`config.mk`:
```
export PLATFORM = sky130hd
export DESIGN_NAME = fetch_sequencer
export DESIGN_NICKNAME = d
export VERILOG_FILES = /design/src/rtl/fetch_pkg.sv /design/src/rtl/return_addr_stack.sv /design/src/rtl/fetch_sequencer.sv
export SDC_FILE = /design/constraint.sdc
export NUM_CORES = 1
export LEC_CHECK = 0
export CAP_MARGIN = 20
export CORE_MARGIN = 2
export CORE_UTILIZATION = 57
export CTS_BUF_LIST = sky130_fd_sc_hd__clkbuf_2 sky130_fd_sc_hd__clkbuf_4 sky130_fd_sc_hd__clkbuf_8
export CTS_CLUSTER_SIZE = 20
export DETAILED_ROUTE_END_ITERATION = 6
export PLACE_DENSITY = 0.94
export SYNTH_ARGS = -nofsm -noshare
export SYNTH_HDL_FRONTEND = slang
export SYNTH_SLANG_ARGS = --single-unit
```
`constraint.sdc`:
```
create_clock -name clk -period 5.6 [get_ports clk]
set_input_delay 1.12 -clock clk [delete_from_list [all_inputs] [get_ports clk]]
set_output_delay 1.12 -clock clk [all_outputs]
set_load 0.01 [all_outputs]
```
`src/rtl/fetch_pkg.sv`:
```
// Shared types and default parameter values for the fetch sequencer and its return-address stack.
package fetch_pkg;

  typedef enum logic [1:0] {
    StIdle,
    StRun,
    StWait,
    StHalted
  } fetch_state_e;

  localparam int unsigned DefPcW      = 8;
  localparam int unsigned DefRasDepth = 4;
  localparam int unsigned DefPcStep   = 1;

endpackage

```
`src/rtl/return_addr_stack.sv`:
```
// Circular return-address stack: a push onto a full stack overwrites the oldest entry and
// sets a sticky overflow flag; a simultaneous push and pop replaces the top entry.
module return_addr_stack
  import fetch_pkg::*;
#(
  parameter int unsigned PC_W      = DefPcW,
  parameter int unsigned RAS_DEPTH = DefRasDepth
) (
  input  logic            clk,
  input  logic            reset,
  input  logic            push,
  input  logic            pop,
  input  logic [PC_W-1:0] push_data,
  output logic [PC_W-1:0] top,
  output logic            empty,
  output logic            full,
  output logic            overflow
);

  localparam int unsigned PtrW = $clog2(RAS_DEPTH);
  localparam int unsigned CntW = PtrW + 1;
  localparam logic [CntW-1:0] Depth = CntW'(RAS_DEPTH);

  logic [PC_W-1:0] mem_q [RAS_DEPTH];
  logic [PC_W-1:0] mem_d [RAS_DEPTH];
  logic [PtrW-1:0] sp_q, sp_d, top_idx;
  logic [CntW-1:0] cnt_q, cnt_d;
  logic            ovf_q, ovf_d;

  // sp_q is the next free slot; the pointer width makes wrap-around automatic.
  assign top_idx  = sp_q - 1'b1;
  assign top      = mem_q[top_idx];
  assign empty    = (cnt_q == '0);
  assign full     = (cnt_q == Depth);
  assign overflow = ovf_q;

  always_comb begin
    mem_d = mem_q;
    sp_d  = sp_q;
    cnt_d = cnt_q;
    ovf_d = ovf_q;
    if (push && pop && !empty) begin
      mem_d[top_idx] = push_data;
    end else if (push) begin
      mem_d[sp_q] = push_data;
      sp_d        = sp_q + 1'b1;
      if (full) begin
        ovf_d = 1'b1;
      end else begin
        cnt_d = cnt_q + 1'b1;
      end
    end else if (pop && !empty) begin
      sp_d  = (cnt_q == CntW'(1)) ? '0 : top_idx;
      cnt_d = cnt_q - 1'b1;
    end
  end

  always_ff @(posedge clk or negedge reset) begin
    if (!reset) begin
      for (int i = 0; i < int'(RAS_DEPTH); i++) begin
        mem_q[i] <= '0;
      end
      sp_q  <= '0;
      cnt_q <= '0;
      ovf_q <= 1'b0;
    end else begin
      mem_q <= mem_d;
      sp_q  <= sp_d;
      cnt_q <= cnt_d;
      ovf_q <= ovf_d;
    end
  end

endmodule

```
`src/rtl/fetch_sequencer.sv`:
```
// Program-counter sequencer with memory back-pressure, branch/jump/jal/jr redirects and halt.
// Define FETCH_SEQUENCER_RAS_EN to add a return-address stack that jr pops for its target.
module fetch_sequencer
  import fetch_pkg::*;
#(
  parameter int unsigned PC_W      = DefPcW,
  parameter int unsigned RAS_DEPTH = DefRasDepth,
  parameter int unsigned PC_STEP   = DefPcStep
) (
  input  logic            clk,
  input  logic            reset,
  input  logic            enable_increment,
  input  logic            imem_ready,
  input  logic            halt,
  input  logic            branch_taken,
  input  logic [PC_W-1:0] branch_target,
  input  logic            jump,
  input  logic            jal,
  input  logic [PC_W-1:0] jump_target,
  input  logic            jr,
  input  logic [PC_W-1:0] jr_target,
  output logic [PC_W-1:0] pc,
  output logic            pc_valid,
  output logic [PC_W-1:0] link_addr,
  output logic            ras_empty,
  output logic            ras_full,
  output logic            ras_overflow
);

  fetch_state_e    state_q, state_d;
  logic [PC_W-1:0] pc_q, pc_d, link_q, link_d;

  // Redirect controls captured when a request stalls into StWait.
  logic            jr_q, jr_d, jmp_q, jmp_d, jal_q, jal_d, br_q, br_d;
  logic [PC_W-1:0] bt_q, bt_d, jt_q, jt_d, jrt_q, jrt_d;

  logic            in_wait, adv;
  logic            sel_jr, sel_jmp, sel_jal, sel_br;
  logic [PC_W-1:0] sel_bt, sel_jt, sel_jrt, jr_tgt, pc_seq, pc_nxt;

  assign in_wait = (state_q == StWait);
  assign sel_jr  = in_wait ? jr_q  : jr;
  assign sel_jmp = in_wait ? jmp_q : jump;
  assign sel_jal = in_wait ? jal_q : jal;
  assign sel_br  = in_wait ? br_q  : branch_taken;
  assign sel_bt  = in_wait ? bt_q  : branch_target;
  assign sel_jt  = in_wait ? jt_q  : jump_target;
  assign sel_jrt = in_wait ? jrt_q : jr_target;

  // A stalled request is already accepted, so StWait only needs the memory handshake.
  assign adv    = ((state_q == StRun) && enable_increment && imem_ready) ||
                  (in_wait && imem_ready);
  assign pc_seq = pc_q + PC_W'(PC_STEP);

`ifdef FETCH_SEQUENCER_RAS_EN
  logic [PC_W-1:0] ras_top;

  return_addr_stack #(
    .PC_W      (PC_W),
    .RAS_DEPTH (RAS_DEPTH)
  ) u_ras (
    .clk       (clk),
    .reset     (reset),
    .push      (adv && sel_jal),
    .pop       (adv && sel_jr),
    .push_data (pc_seq),
    .top       (ras_top),
    .empty     (ras_empty),
    .full      (ras_full),
    .overflow  (ras_overflow)
  );

  assign jr_tgt = ras_empty ? sel_jrt : ras_top;
`else
  assign jr_tgt       = sel_jrt;
  assign ras_empty    = 1'b1;
  assign ras_full     = 1'b0;
  assign ras_overflow = 1'b0;
`endif

  always_comb begin
    if (sel_jr) begin
      pc_nxt = jr_tgt;
    end else if (sel_jmp || sel_jal) begin
      pc_nxt = sel_jt;
    end else if (sel_br) begin
      pc_nxt = sel_bt;
    end else begin
      pc_nxt = pc_seq;
    end
  end

  always_comb begin
    state_d = state_q;
    pc_d    = pc_q;
    link_d  = link_q;
    jr_d    = jr_q;
    jmp_d   = jmp_q;
    jal_d   = jal_q;
    br_d    = br_q;
    bt_d    = bt_q;
    jt_d    = jt_q;
    jrt_d   = jrt_q;
    unique case (state_q)
      StIdle: state_d = StRun;
      StRun: begin
        if (halt) begin
          state_d = StHalted;
        end else if (enable_increment && !imem_ready) begin
          state_d = StWait;
          jr_d    = jr;
          jmp_d   = jump;
          jal_d   = jal;
          br_d    = branch_taken;
          bt_d    = branch_target;
          jt_d    = jump_target;
          jrt_d   = jr_target;
        end
      end
      StWait: begin
        if (imem_ready) begin
          state_d = StRun;
        end
      end
      StHalted: state_d = StHalted;
      default:  state_d = StIdle;
    endcase
    if (adv) begin
      pc_d = pc_nxt;
      if (sel_jal) begin
        link_d = pc_seq;
      end
    end
  end

  always_ff @(posedge clk or negedge reset) begin
    if (!reset) begin
      state_q <= StIdle;
      pc_q    <= '0;
      link_q  <= '0;
      jr_q    <= 1'b0;
      jmp_q   <= 1'b0;
      jal_q   <= 1'b0;
      br_q    <= 1'b0;
      bt_q    <= '0;
      jt_q    <= '0;
      jrt_q   <= '0;
    end else begin
      state_q <= state_d;
      pc_q    <= pc_d;
      link_q  <= link_d;
      jr_q    <= jr_d;
      jmp_q   <= jmp_d;
      jal_q   <= jal_d;
      br_q    <= br_d;
      bt_q    <= bt_d;
      jt_q    <= jt_d;
      jrt_q   <= jrt_d;
    end
  end

  assign pc        = pc_q;
  assign pc_valid  = (state_q == StRun) || (state_q == StWait);
  assign link_addr = link_q;

endmodule

```
# Word-level counts from Yosys, hierarchy flattened
# Cells that the tools add are included.
[totals] latchBits=0 inputBits=33 romBits=0 reg_bits=46 memories=0 elab_cells=43 out_inout_bits=20 ramBits=0
[classes] n_eq_ne=5 n_lt_le_gt_ge=0 shifts=0 div_mod_pow=0 bitwise=1 n_reduce_logical=12 addsub=1 n_mux=14 multipliers=0
[ops] operator="$mux 8" n=6
[ops] operator="$add 8x1->8 const B" n=1
[ops] operator="$pmux 2 s4" n=1
[ops] operator="$mux 2" n=3
[ops] operator="$eq 2x2->1 const B" n=2
[ops] operator="$logic_and 1x1->1" n=4
[ops] operator="$mux 1" n=4
[ops] operator="$reduce_and 2->1" n=2
[ops] operator="$logic_or 1x1->1" n=3
[ops] operator="$ne 3x3->1 const B" n=1
[ops] operator="$reduce_and 3->1" n=1
[ops] operator="$eq 2x1->1 const B" n=1
[ops] operator="$logic_not 2->1" n=1
[ops] operator="$ne 2x2->1 const B" n=1
[ops] operator="$logic_not 1->1" n=1
[ops] operator="$not 1->1" n=1

# Depth between registers and ports, before layout
[logic_depth] depth_word=5 mapped_depth=9 ltp_nobuf=7

# Least setup slack after synthesis
# Ideal clock, no wire load.
[synth_timing] path_kind="input -> register" startpoint="input port halt" endpoint="register bt_q[0]" arrival_ns=2.073 n_path_buf=1 stages=5 setup_slack_ns=3.402 required_time_ns=5.475 setup_time_ns=0.125 cell_sequence="nor2b_1 -> nand2_1 -> nor2_4 -> buf_4 -> mux2_2"
[synth_via] elab_chain_cells=2
[synth_lines] element="from (decl)" line="fetch_sequencer.sv:14" text="input logic halt,"
[synth_lines] element="$not 1->1 (no line)"
[synth_lines] element="$reduce_and 3->1 (no line)"
[synth_lines] element="to (signal assigned)" line="fetch_sequencer.sv:156" text="bt_q <= bt_d;"
[synth_lines] element="to (decl)" line="fetch_sequencer.sv:35" text="logic [PC_W-1:0] bt_q, bt_d, jt_q, jt_d, jrt_q, jrt_d;"
# Every way passes these cells.
# A chain may end at the register's enable or synchronous reset.

# Worst setup path after layout
[layout_timing] startpoint="register state_q[0]" endpoint="register pc_q[4] (netlist: pc[4])"
[layout_via] elab_chain_cells=5 elab_cells_between_ends=17
[layout_lines] element="from (decl)" line="fetch_sequencer.sv:30" text="fetch_state_e state_q, state_d;"
[layout_lines] element="from (signal assigned)" line="fetch_sequencer.sv:138" text="state_q <= StIdle;"
[layout_lines] element="from (signal assigned)" line="fetch_sequencer.sv:149" text="state_q <= state_d;"
[layout_lines] element="$eq 2x2->1" line="fetch_sequencer.sv:41" text="assign in_wait = (state_q == StWait);"
[layout_lines] element="$mux 8, or another cell as far along" line="fetch_sequencer.sv:46" text="assign sel_bt = in_wait ? bt_q : branch_target;"
[layout_lines] element="$mux 8 / $logic_or 1x1->1 (equally long branches)" line="fetch_sequencer.sv:86, fetch_sequencer.sv:84"
[layout_lines] element="$mux 8" line="fetch_sequencer.sv:84" text="end else if (sel_jmp || sel_jal) begin"
[layout_lines] element="$mux 8" line="fetch_sequencer.sv:82" text="if (sel_jr) begin"
[layout_lines] element="to (signal assigned)" line="fetch_sequencer.sv:150" text="pc_q <= pc_d;"
[layout_lines] element="to (decl)" line="fetch_sequencer.sv:31" text="logic [PC_W-1:0] pc_q, pc_d, link_q, link_d;"
# Parallel ways exist; a longest one is shown, timed or not.

==> summary.md <==
| Metric | Value |
|---|---|
| Status | `complete, no violations` |
| DR vias/cell | `5.88` |
| Clk_lat worst skew | `about 0.30 ns` |
| GRT Resource Usage Total | `0.228` |
| Mapped Cells | `roughly 220` |
| Setup total negative slack | `0 ns` |
| DP HPWL | `3640 um` |
| Worst-Margin Slew | `about 1.0 ns` |
| Ys flop type | `dfrtp_1` |
| Seq/Total Area, Yosys | `0.457` |
| Grt ovf | `0` |
| DP Worst Slack | `~2.4 ns` |
| Worst VDD drop | `between 0.2 and 0.25 mV` |
| Top fanout value on the critical path | `41` |
| Reg clk slew, reported paths | `approximately 0.08 ns` |
| Final Cell Area | `a little over 3000 sq um` |
| Startpoint Class | `flop` |
| Antenna diode count | `0` |
| Most instantiated library cell after synthesis | `dfrtp_1` |
| Post-layout min period | `between 3 and 4 ns` |
| Util after Layout | `0.716` |
| Commonest cells post-synth | `46 x dfrtp_1, 35 x mux2_2, 20 x mux2i_1` |
| CTS Hold Bufs | `0` |
| DR pass1 iterations | `4` |
| RSZ-0062 raised after global routing | `false` |
| Post-synth ARST share | `1.00` |
| Worst Path Required | `5.78 ns` |
| Vias in the first global route | `1849` |
| Chip width | `slightly above 70 um` |
| Internal | `0.000876 W` |
| Max Cap Violations | `0` |
| Setup bufs post-CTS | `0` |
| Initial core utilization | `0.586` |
| Post-synth cell types | `37` |
| WL/cell | `between 15 and 20 um` |
| CP peak stage delay | `about 0.89 ns` |
| FP Rows | `24` |
| Final hold viol count | `0` |
| Share of cells above drive strength 1 | `0.197` |
| CTS resizes | `0` |
| CP startpoint | `state_q[0]$_DFFE_PN0P_` |
| Clock share of power | `0.163` |
| Clock Tree Root | `clkbuf_8` |
| Max Buffers Root-to-Sink | `2` |
| Cell taking the most area after synthesis | `dfrtp_1` |
| Sw Pwr | `approximately 0.00043 W` |
| Area of the die | `4960 sq um` |
| Switching Share | `0.327` |
| Power density over the cells | `~420 nW/um^2` |
| First-pass GRT wire length | `between 8000 and 9000 um` |
| Via count | `~1900` |
| Largest net degree at the start of global routing | `47` |
| Worst hold start | `jt_q[5]$_DFFE_PN0P_` |
| Layout area overhead | `22.3%` |
| First DRT Iteration DRCs | `between 150 and 200` |
| H-Tree Depth | `2` |
| Routed Antenna Nets | `0` |
| Initial antenna violation count | `0` |
| Post-layout nets | `roughly 300` |
| Number of synthesized flops with an enable pin | `0` |
| Core ar. | `4290 sq um` |
| Worst path arrival time | `~3.2 ns` |
| Height of the die | `between 70 and 80 um` |
| Critical path type | `flop to flop` |
| CTS sink count | `46` |
| Slowest cell on crit path | `mux2i_1` |
| Post-Route WL | `between 5000 and 6000 um` |
| Number of I/O pins | `53` |
| Period Utilization, post-route | `0.546` |
| Gate power share | `0.368` |
| Max transition margin | `0.319` |
| Hold Crit Class | `flop to flop` |
| Met3 GRT Util | `0.0519` |
| Crit path cell chain | `inv_1 > ha_2 > mux2i_1 > o21ai_0 > o22ai_1 > o21ai_1` |
| CTS tree | `built` |
| Final worst setup slack | `between 2 and 3 ns` |
| GP Congestion | `~0.85` |
| YS warnings | `0` |
| Cell Area, Placed | `~3000 sq um` |
| Non-filler cells in the finished layout | `between 300 and 400` |
| M1 GR Usage | `0.303` |
| Cts bufs inserted | `5` |
| Top cells by area, synth | `dfrtp_1 46%, mux2_2 16%, mux2i_1 8.0%` |
| R2r startpoint | `state_q[0]$_DFFE_PN0P_` |
| Most Crowded Layer GR | `met2` |
| Final Max Slew Viols | `0` |
| Dpl cells | `312` |
| Synthesized area | `2520 sq um` |
| Setup violators final | `0` |
| Layout Skew | `0.00623 ns` |
| Grt met2 use | `0.361` |
| Share of the synthesized area in the top cell type | `0.457` |
| Leak pwr | `about 1.2 nW` |
| Max frequency | `~330 MHz` |
| I/O Buffers | `49` |
| #FFs+latches synth | `46` |
| Endpoint class of the critical path | `flop` |
| Drt drc | `0` |
| Share of power burned in registers | `0.469` |
| Syn Area/Cell | `11.3 sq um` |
per-layer routing:
layer	part of all wire	routed length, um	vias to the layer above
li1	-	-	892
met1	0.43	2290	899
met2	0.48	2560	86
met3	0.069	367	11
met5	0	0	-
met4	0.018	95	0
stage by stage:
step	hold slack, ns	total power [W]
after CTS	0.493	0.00130
final	0.488	0.00130
after global placement	0.462	0.00106
after detailed placement	0.471	0.00109
after floorplan	0.452	0.000866
after global routing	0.520	0.00138
area by class of cell:
cell class,instances,area [sq um]
clock buffers,7,90.1
multi-input cells,159,1240
flip-flops and latches,46,1150
inverters,6,22.5
repair buffers,50,505
fillers,289,1220
well taps,52,65.1
clock inverters,1,5.00
registers in the layout, indices dropped and copies added (netlist names):
name       flops
br_q           1
link_addr      8
jrt_q          8
jt_q           8
jmp_q          1
jal_q          1
bt_q           8
state_q        2
jr_q           1
pc             8
placed cells by master (no fill, tap or decap), types with 6 or more instances in the layout:
cell              n
nand3_1           8
a211oi_1          7
inv_1             6
o21ai_0          11
nor2_1            8
clkbuf_8          6
a21oi_1          19
nand2_1           7
dfrtp_1          46
mux2i_1          20
mux2_2           35
clkdlybuf4s50_1  48
kinds of logic (layout without fill, tap and decap cells):
family | after synthesis | in the layout | share of synthesized area
flip-flops | 46 | 46 | 0.457
XOR/XNOR | 5 | 5 | 0.0174
adder cells (fa/ha/maj) | 4 | 4 | 0.0199
AO/OA/AOI/OAI | 52 | 52 | 0.121
AND/OR/NAND/NOR | 37 | 37 | 0.0766
multiplexers | 58 | 58 | 0.251
buffers and inverters | 19 | 64 | 0.0532
other | 2 | 3 | 0.00298
power by group through the flow:
stage / combinational, W / clock, W / sequential (W)
after detailed placement: 0.000473 / 0 / 0.000614
after global placement: 0.000455 / 0 / 0.000603
after floorplan: 0.000256 / 0 / 0.000610
after global routing: 0.000525 / 0.000226 / 0.000632
after CTS: 0.000479 / 0.000217 / 0.000609
final: 0.000479 / 0.000213 / 0.000610
final timing paths:
path / slack (ns) / end / cells past startpoint
setup / recovery: 2.54 / pc[4]$_DFFE_PN0P_ / 6
hold / removal: 0.49 / jt_q[5]$_DFFE_PN0P_ / 1
setup reg to reg: 2.54 / pc[4]$_DFFE_PN0P_ / 6
hold reg to reg: 0.49 / jt_q[5]$_DFFE_PN0P_ / 1
max in group asynchronous: 4.55 / jt_q[6]$_DFFE_PN0P_ / 2
min in group asynchronous: 0.63 / jt_q[5]$_DFFE_PN0P_ / 1
worst max-delay path: cells and delay by family (launching register included):
family	cells	cell delay, ns
adder cells (fa/ha/maj)	1	0.83
flip-flops	1	0.42
buffers and inverters	1	0.09
AO/OA/AOI/OAI	3	0.68
multiplexers	1	0.89
Power figures use the tool's default switching activity.
